## src/rtl/slow_window_ctrl_pkg.sv

```systemverilog
// Shared definitions for the slow-peripheral speed window controller:
// FSM encodings, peripheral class bit positions and prescaler defaults.
package slow_window_ctrl_pkg;

    localparam logic [1:0] ST_IDLE   = 2'd0;
    localparam logic [1:0] ST_ACCESS = 2'd1;
    localparam logic [1:0] ST_HOLD   = 2'd2;

    localparam int NUM_CLS  = 6;
    localparam int CLS_IACK = 5;
    localparam int CLS_VIA  = 4;
    localparam int CLS_IWM  = 3;
    localparam int CLS_SCC  = 2;
    localparam int CLS_SCSI = 1;
    localparam int CLS_SND  = 0;

    localparam int DEFAULT_PRESCALE = 1024;
    localparam int DEFAULT_PRE_W    = 10;

    typedef logic [NUM_CLS-1:0] cls_vec_t;

    // True when the selected peripheral class has its slow enable set.
    function automatic logic class_hit(input cls_vec_t sel, input cls_vec_t slow);
        return |(sel & slow);
    endfunction

endpackage

```

## src/rtl/slow_tick_prescaler.sv

```systemverilog
// Divides CLK down to one-cycle timeout ticks, PRESCALE cycles apart.
// Counts only while enabled; clear has priority and restarts the period.
module slow_tick_prescaler
    import slow_window_ctrl_pkg::*;
#(
    parameter int PRESCALE = DEFAULT_PRESCALE,
    parameter int PRE_W    = DEFAULT_PRE_W
) (
    input  logic CLK,
    input  logic POR,
    input  logic clr,
    input  logic en,
    output logic tick
);

    localparam logic [PRE_W-1:0] LAST = PRE_W'(PRESCALE - 1);

    logic [PRE_W-1:0] pre_q;
    logic [PRE_W-1:0] pre_d;

    assign tick = en & ~clr & (pre_q == LAST);

    // NOTE: next-state logic assigns its output first so no path can infer a latch.
    always_comb begin
        pre_d = pre_q;
        if (clr) begin
            pre_d = '0;
        end else if (en) begin
            pre_d = tick ? '0 : pre_q + 1'b1;
        end
    end

    // NOTE: sequential state uses non-blocking assignments only.
    always_ff @(posedge CLK) begin
        if (POR) begin
            pre_q <= '0;
        end else begin
            pre_q <= pre_d;
        end
    end

endmodule

```

## src/rtl/slow_window_ctrl.sv

```systemverilog
// Opens or re-arms a slow-speed window on bus accesses to slow-enabled
// peripheral classes and holds SlowMode for SlowTimeout prescaled ticks.
module slow_window_ctrl
    import slow_window_ctrl_pkg::*;
#(
    parameter int PRESCALE = DEFAULT_PRESCALE,
    parameter int PRE_W    = DEFAULT_PRE_W
) (
    input  logic       CLK,
    input  logic       POR,
    input  logic       BACT,
    input  logic       SelIACK,
    input  logic       SelVIA,
    input  logic       SelIWM,
    input  logic       SelSCC,
    input  logic       SelSCSI,
    input  logic       SelSnd,
    input  logic       SlowIACK,
    input  logic       SlowVIA,
    input  logic       SlowIWM,
    input  logic       SlowSCC,
    input  logic       SlowSCSI,
    input  logic       SlowSnd,
    input  logic       SlowClockGate,
    input  logic [3:0] SlowTimeout,
    output logic       SlowMode,
    output logic       ClockGate,
    output logic       WinActive
);

    logic [1:0] state_q, state_d;
    logic [3:0] cnt_q, cnt_d;
    logic       slow_mode_q, slow_mode_d;
    logic       clock_gate_q, clock_gate_d;
    logic       bact_q;
    logic       hit;
    logic       tick;
    cls_vec_t   sel_vec;
    cls_vec_t   slow_vec;

    assign sel_vec  = {SelIACK, SelVIA, SelIWM, SelSCC, SelSCSI, SelSnd};
    assign slow_vec = {SlowIACK, SlowVIA, SlowIWM, SlowSCC, SlowSCSI, SlowSnd};
    assign hit      = BACT & ~bact_q & class_hit(sel_vec, slow_vec);

    // Period restarts whenever the window is (re)entered, so HOLD lasts cnt*PRESCALE cycles.
    slow_tick_prescaler #(
        .PRESCALE (PRESCALE),
        .PRE_W    (PRE_W)
    ) u_prescaler (
        .CLK  (CLK),
        .POR  (POR),
        .clr  (state_q != ST_HOLD),
        .en   (state_q == ST_HOLD),
        .tick (tick)
    );

    always_comb begin
        state_d = state_q;
        cnt_d   = cnt_q;
        case (state_q)
            ST_IDLE: begin
                if (hit) state_d = ST_ACCESS;
            end
            ST_ACCESS: begin
                if (!BACT) begin
                    if (SlowTimeout == 4'd0) begin
                        state_d = ST_IDLE;
                    end else begin
                        cnt_d   = SlowTimeout;
                        state_d = ST_HOLD;
                    end
                end
            end
            ST_HOLD: begin
                // A fresh hit outranks a coincident tick; the count reloads on leaving ACCESS.
                if (hit) begin
                    state_d = ST_ACCESS;
                end else if (tick) begin
                    if (cnt_q == 4'd1) begin
                        state_d = ST_IDLE;
                        cnt_d   = 4'd0;
                    end else begin
                        cnt_d = cnt_q - 4'd1;
                    end
                end
            end
            default: state_d = ST_IDLE;
        endcase
        slow_mode_d  = (state_d != ST_IDLE);
        clock_gate_d = slow_mode_d & SlowClockGate;
    end

    always_ff @(posedge CLK) begin
        if (POR) begin
            state_q      <= ST_IDLE;
            cnt_q        <= 4'd0;
            slow_mode_q  <= 1'b0;
            clock_gate_q <= 1'b0;
        end else begin
            state_q      <= state_d;
            cnt_q        <= cnt_d;
            slow_mode_q  <= slow_mode_d;
            clock_gate_q <= clock_gate_d;
        end
    end

    // NOTE: the edge detector is left out of reset so an access held across POR is not seen as new.
    always_ff @(posedge CLK) begin
        bact_q <= BACT;
    end

    assign SlowMode  = slow_mode_q;
    assign ClockGate = clock_gate_q;
    assign WinActive = (state_q != ST_IDLE);

endmodule
```

## config.mk

```make
export PLATFORM = sky130hd
export DESIGN_NAME = slow_window_ctrl
export DESIGN_NICKNAME = d
export VERILOG_FILES = /design/src/rtl/slow_window_ctrl_pkg.sv /design/src/rtl/slow_tick_prescaler.sv /design/src/rtl/slow_window_ctrl.sv
export SDC_FILE = /design/constraint.sdc
export NUM_CORES = 1
export LEC_CHECK = 0
export CAP_MARGIN = 20
export CELL_PAD_IN_SITES_DETAIL_PLACEMENT = 1
export CELL_PAD_IN_SITES_GLOBAL_PLACEMENT = 1
export CORE_ASPECT_RATIO = 1.75
export CORE_MARGIN = 4
export CORE_UTILIZATION = 35
export CTS_CLUSTER_DIAMETER = 60
export CTS_CLUSTER_SIZE = 16
export DETAILED_ROUTE_END_ITERATION = 10
export PLACE_DENSITY = 0.82
export SLEW_MARGIN = 10
export SYNTH_ARGS = -nofsm -noshare
export SYNTH_HDL_FRONTEND = slang
export SYNTH_SLANG_ARGS = --single-unit
```

## constraint.sdc

```tcl
create_clock -name CLK -period 2.2 [get_ports CLK]
set_input_delay 0.55 -clock CLK [delete_from_list [all_inputs] [get_ports CLK]]
set_output_delay 0.55 -clock CLK [all_outputs]
set_load 0.01 [all_outputs]
```

======== After elaboration in Yosys (flattened, before gate mapping) ========
Cells that the tools add are included.
Widths: inputs -> output; s select.
word-level totals
  register bits ........................... 19
  input port bits ......................... 20
  output and inout bits ................... 3
  word-level logic and storage cells ...... 47
cells by class
  add/subtract/negate cells ............... 2
  equality and inequality tests ........... 9
  mux-type cells .......................... 14
  bitwise logic cells ..................... 8
  reduce and logical (&&, ||, !) cells .... 8
operators with widths
  operator               count
  $mux 4                 5
  $mux 2                 6
  $add 10x1->10 const B  1
  $eq 10x10->1 const B   1
  $mux 10                1
  $ne 2x2->1 const B     5
  $pmux 4 s2             1
  $and 6x6->6            1
  $pmux 2 s3             1
  $reduce_bool 2->1      3
  $reduce_or 6->1        1
  $and 1x1->1            5
  $reduce_and 5->1       1
  $eq 4x1->1 const B     1
  $logic_not 4->1        1
  $sub 4x1->4 const B    1
  $eq 2x1->1 const B     1
  $eq 2x2->1 const B     1
  $logic_not 2->1        1
  $not 1->1              2
  $reduce_or 2->1        1

======== Longest topological paths before layout ========
  depth in word-level cells ............... 9
  gate-level depth with buffers ........... 7
  mapped depth without buffers ............ 7

======== Hierarchy ========
A second synthesis with hierarchy kept.
unflattened totals
  cells, all modules ...................... 121
  area total of the unflattened synthesis .. 1,063.5 um^2
modules (own cells, without submodules)
  module               instances  cells an instance  area an instance (um^2)
  slow_window_ctrl     1          65                 561.8
  slow_tick_prescaler  1          56                 501.7

======== Worst setup path before layout ========
No wires, ideal clock.
  path type ............................... input to register
  start ................................... input SlowTimeout[2]
  end ..................................... register clock_gate_q, in the netlist ClockGate
  library setup time ...................... 115 ps
  arrival ................................. 1,604 ps
  required time ........................... 2,085 ps
  setup slack ............................. 481 ps
  cell stages on the path ................. 5
  path buffers ............................ 0
  path through ............................ or4_1 o21ai_0 o21ai_1 o21ba_1 and2_1
between the ends
  word-level cells in the longest chain between the ends .. 6
RTL lines
  item                    RTL line                 source
  start: declaration      slow_window_ctrl.sv:25   input logic [3:0] SlowTimeout,
  $logic_not 4->1         slow_window_ctrl.sv:66   if (SlowTimeout == 4'd0) begin
  $mux 2                  slow_window_ctrl.sv:66
  $mux 2                  slow_window_ctrl.sv:65   if (!BACT) begin
  $pmux 2 s3              slow_window_ctrl.sv:60   case (state_q)
  $reduce_bool 2->1       slow_window_ctrl.sv:89   slow_mode_d = (state_d != ST_IDLE);
  $and 1x1->1             slow_window_ctrl.sv:90   clock_gate_d = slow_mode_d & SlowClockGate;
  end signal: assignment  slow_window_ctrl.sv:103  clock_gate_q <= clock_gate_d;
  end: declaration        slow_window_ctrl.sv:34   logic clock_gate_q, clock_gate_d;
No other way between the ends.
A chain may end at the register's enable or synchronous reset.

======== Worst setup path after layout ========
  start ................................... register state_q[0]
  end ..................................... output WinActive
between the ends
  word-level cells in the longest chain between the ends .. 1
RTL lines
  item                      RTL line                 source
  start: declaration        slow_window_ctrl.sv:31   logic [1:0] state_q, state_d;
  start signal: assignment  slow_window_ctrl.sv:100  state_q <= state_d;
  $reduce_bool 2->1         slow_window_ctrl.sv:114  assign WinActive = (state_q != ST_IDLE);
  end: declaration          slow_window_ctrl.sv:28   output logic WinActive
No other way between the ends.

==> flow_summary.toml <==
[status]
status = "finished clean"

[worst_setup_path]
path_cells = "or2_2 > clkdlybuf4s50_1"
path_class = "reg2out"
max_stage_delay_ns = 0.48
cp.required_ns = 1.65
crit_buf_inv = 1
cp-end-kind = "output pin"
crit_arrival_ns = 1.46
cp_max_fo = 9
start_kind = "flop"
cp_top_family = "buffers and inverters"
crit_path_top_delay_cell = "clkdlybuf4s50_1"

[final_layout]
fin_cells = 168
drive_gt1_share_pct = 9.22
mostFrequentLayoutCell = "clkdlybuf4s50_1"
final_cell_mix = "clkdlybuf4s50_1 (22), nor2_1 (20), dfxtp_1 (19)"
num_antenna_cells = 0
area_delta_synth_final_pct = 31.3
layout.nets = 165
fillCellCount = 328

[logic_synthesis]
synth_top_cell_by_area = "dfxtp_1"
syn-num-nets = 138
synthTopCellsByArea = "dfxtp_1 (39%), nor2_1 (7.6%), xor2_1 (4.4%), ha_1 (3.8%), nand2_1 (3.8%)"
synth_top_area_share_pct = 38.5
ys_seq_area_share_pct = 38.5
async_flop_share_pct = 0
ys_dominant_reg_cell = "dfxtp_1"
netlist_instances = 115
yosys_register_bits = 19
synth-edff-count = 0
yosysWarnings = 0
synth_cell_types = 36
postSynthAreaPerCell_sq_um = 8.58
syn_area_sq_um = 987

[clocking]
h-tree-depth = 1
post_cts_buffers = 0
root_buffer = "clkbuf_8"
clkTransAtPathRegs_ns = 0.07
cts_sinks = 19
ctsResizeCount = 0
cts_buffers = 3
cts_tree = "yes"
cts_hold_buf = 0
clock_latency_ns = 0.26
clockBufferDepth = 2

[placement]
place_inst = 164
dp_hpwl_mm = 2.07
port_buffers = 22
gp_congestion = 0.770

[floorplan]
std_cell_rows = 25
die_h_um = 78.3
ios = 23
die_area_sq_um = 3770
core_area_sq_um = 2690
die_w_um = 48.1
initial_core_util_pct = 36.7

[sta]
post-route-min-period_ns = 2.01
slew_violations = 0
fin_crit_sh_pct = 91.5
setup_viol = 0
rsz0062_at_grt = "no"
max_slew_margin_pct = 67.2
tns_ns = 0
max_freq_mhz = 497
fin_skew_ns = 0.00238
finalHoldViolCount = 0
worst_pin_slew_ns = 0.492

[global_routing]
grt_pass1_vias = 1037
grt_pass1_wl_mm = 4.22
track_usage_pct = 15.2
antenna_found_initial = 0
grt_start_max_net_pins = 14
overflow = 0

[power_and_ir_drop]
pwr_density_cell_nw_per_um2 = 541
peakVddDrop_uv = 484
power.leakage_nw = 0.488

[drt]
drt-pass1-iter-count = 2
drt_wl_total_mm = 2.47
post-route-drc-count = 0
wl_per_cell_um = 14.7
ant_nets = 0
viasPerCell = 5.46
drt_iter0_drc = 13
vias = 918

[run]
max-cap-violations = 0

[worst_hold_path]
holdCritPathClass = "reg2reg"
==> worst reg2reg max path, cell delays in order (launching register included) <==
cell and delay, ns:
dfxtp_1 0.48, nand2b_1 0.34, nor3_1 0.45, nand4_1 0.19, xor2_1 0.18, nor2_1 0.06
==> cells by family after synthesis <==
group / synth area share [%]
AOI/OAI and AO/OA: 16.5
xor gates and xnor gates: 7.10
muxes: 3.04
DFF: 38.5
adders and majority gates: 3.80
and+or+nand+nor: 27.4
buffers and inverters: 3.68
==> path summary, 6_finish.rpt <==
| kind | endpoint | slack, ns | cells after the start | from |
|---|---|---|---|---|
| max | WinActive | 0.19 | 2 | state_q[0]$_SDFF_PP0_ |
| min | u_prescaler.pre_q[0]$_SDFFE_PP0N_ | 0.44 | 1 | u_prescaler.pre_q[0]$_SDFFE_PP0N_ |
| max reg2reg | u_prescaler.pre_q[9]$_SDFFE_PP0N_ | 0.39 | 5 | state_q[1]$_SDFF_PP0_ |
| min reg2reg | u_prescaler.pre_q[0]$_SDFFE_PP0N_ | 0.44 | 1 | u_prescaler.pre_q[0]$_SDFFE_PP0N_ |
==> per-stage QoR <==
stage	hold slack, ns	utilization (%)	cell area [sq um]	worst slack (ns)	power, W
4_1_cts	0.451	48.2	1300	0.178	0.000713
3_3_place_gp	0.427	46.5	1250	-0.0367	0.000466
2_1_floorplan	0.418	-	987	0.481	0.000410
6_report	0.444	48.2	1300	0.187	0.000701
5_1_grt	0.479	48.2	1300	0.0630	0.000737
3_5_place_dp	0.438	46.5	1250	-0.0574	0.000470
==> metal layers <==
| layer | global-route usage [%] | share of wire [%] | vias to the layer above |
|---|---|---|---|
| li1 | - | - | 451 |
| met1 | 13.8 | 35 | 435 |
| met2 | 28.4 | 56 | 24 |
| met3 | 2.75 | 5.7 | 8 |
| met4 | 7.82 | 3.4 | 0 |
| met5 | 0 | 0 | - |
==> synth_stat cells, types with 2 or more instances <==
cell	count
ha_1	3
a21oi_1	5
a22oi_1	3
mux2i_1	3
nor3_1	4
nand3_1	2
inv_1	6
buf_2	2
nor2_1	20
dfxtp_1	19
nand2b_1	2
xor2_1	5
xnor2_1	3
o21ai_0	4
nor2b_1	4
nand2_1	10
==> power breakdown <==
part	switching (W)	internal, W
Sequential	0.00000735	0.000352
Combinational	0.0000399	0.0000616
Clock	0.000114	0.000126
Total	0.000162	0.000539
==> flip-flops by register name, summed over array words and instances (netlist names) <==
register           cells
state_q                2
bact_q                 1
SlowMode               1
ClockGate              1
cnt_q                  4
u_prescaler.pre_q     10
==> final cells by class <==
type                            count  area (sq um)  share of cell area (%)
Sequential cell                    19           380                    29.3
Timing Repair Buffer               25           243                    18.7
Multi-Input combinational cell     87           571                    44.0
Tap cell                           27          33.8                    2.61
Inverter                            6          22.5                    1.74
Clock inverter                      1          5.00                   0.386
Clock buffer                        3          41.3                    3.19
Note: power is estimated with default switching activity, not from simulation.
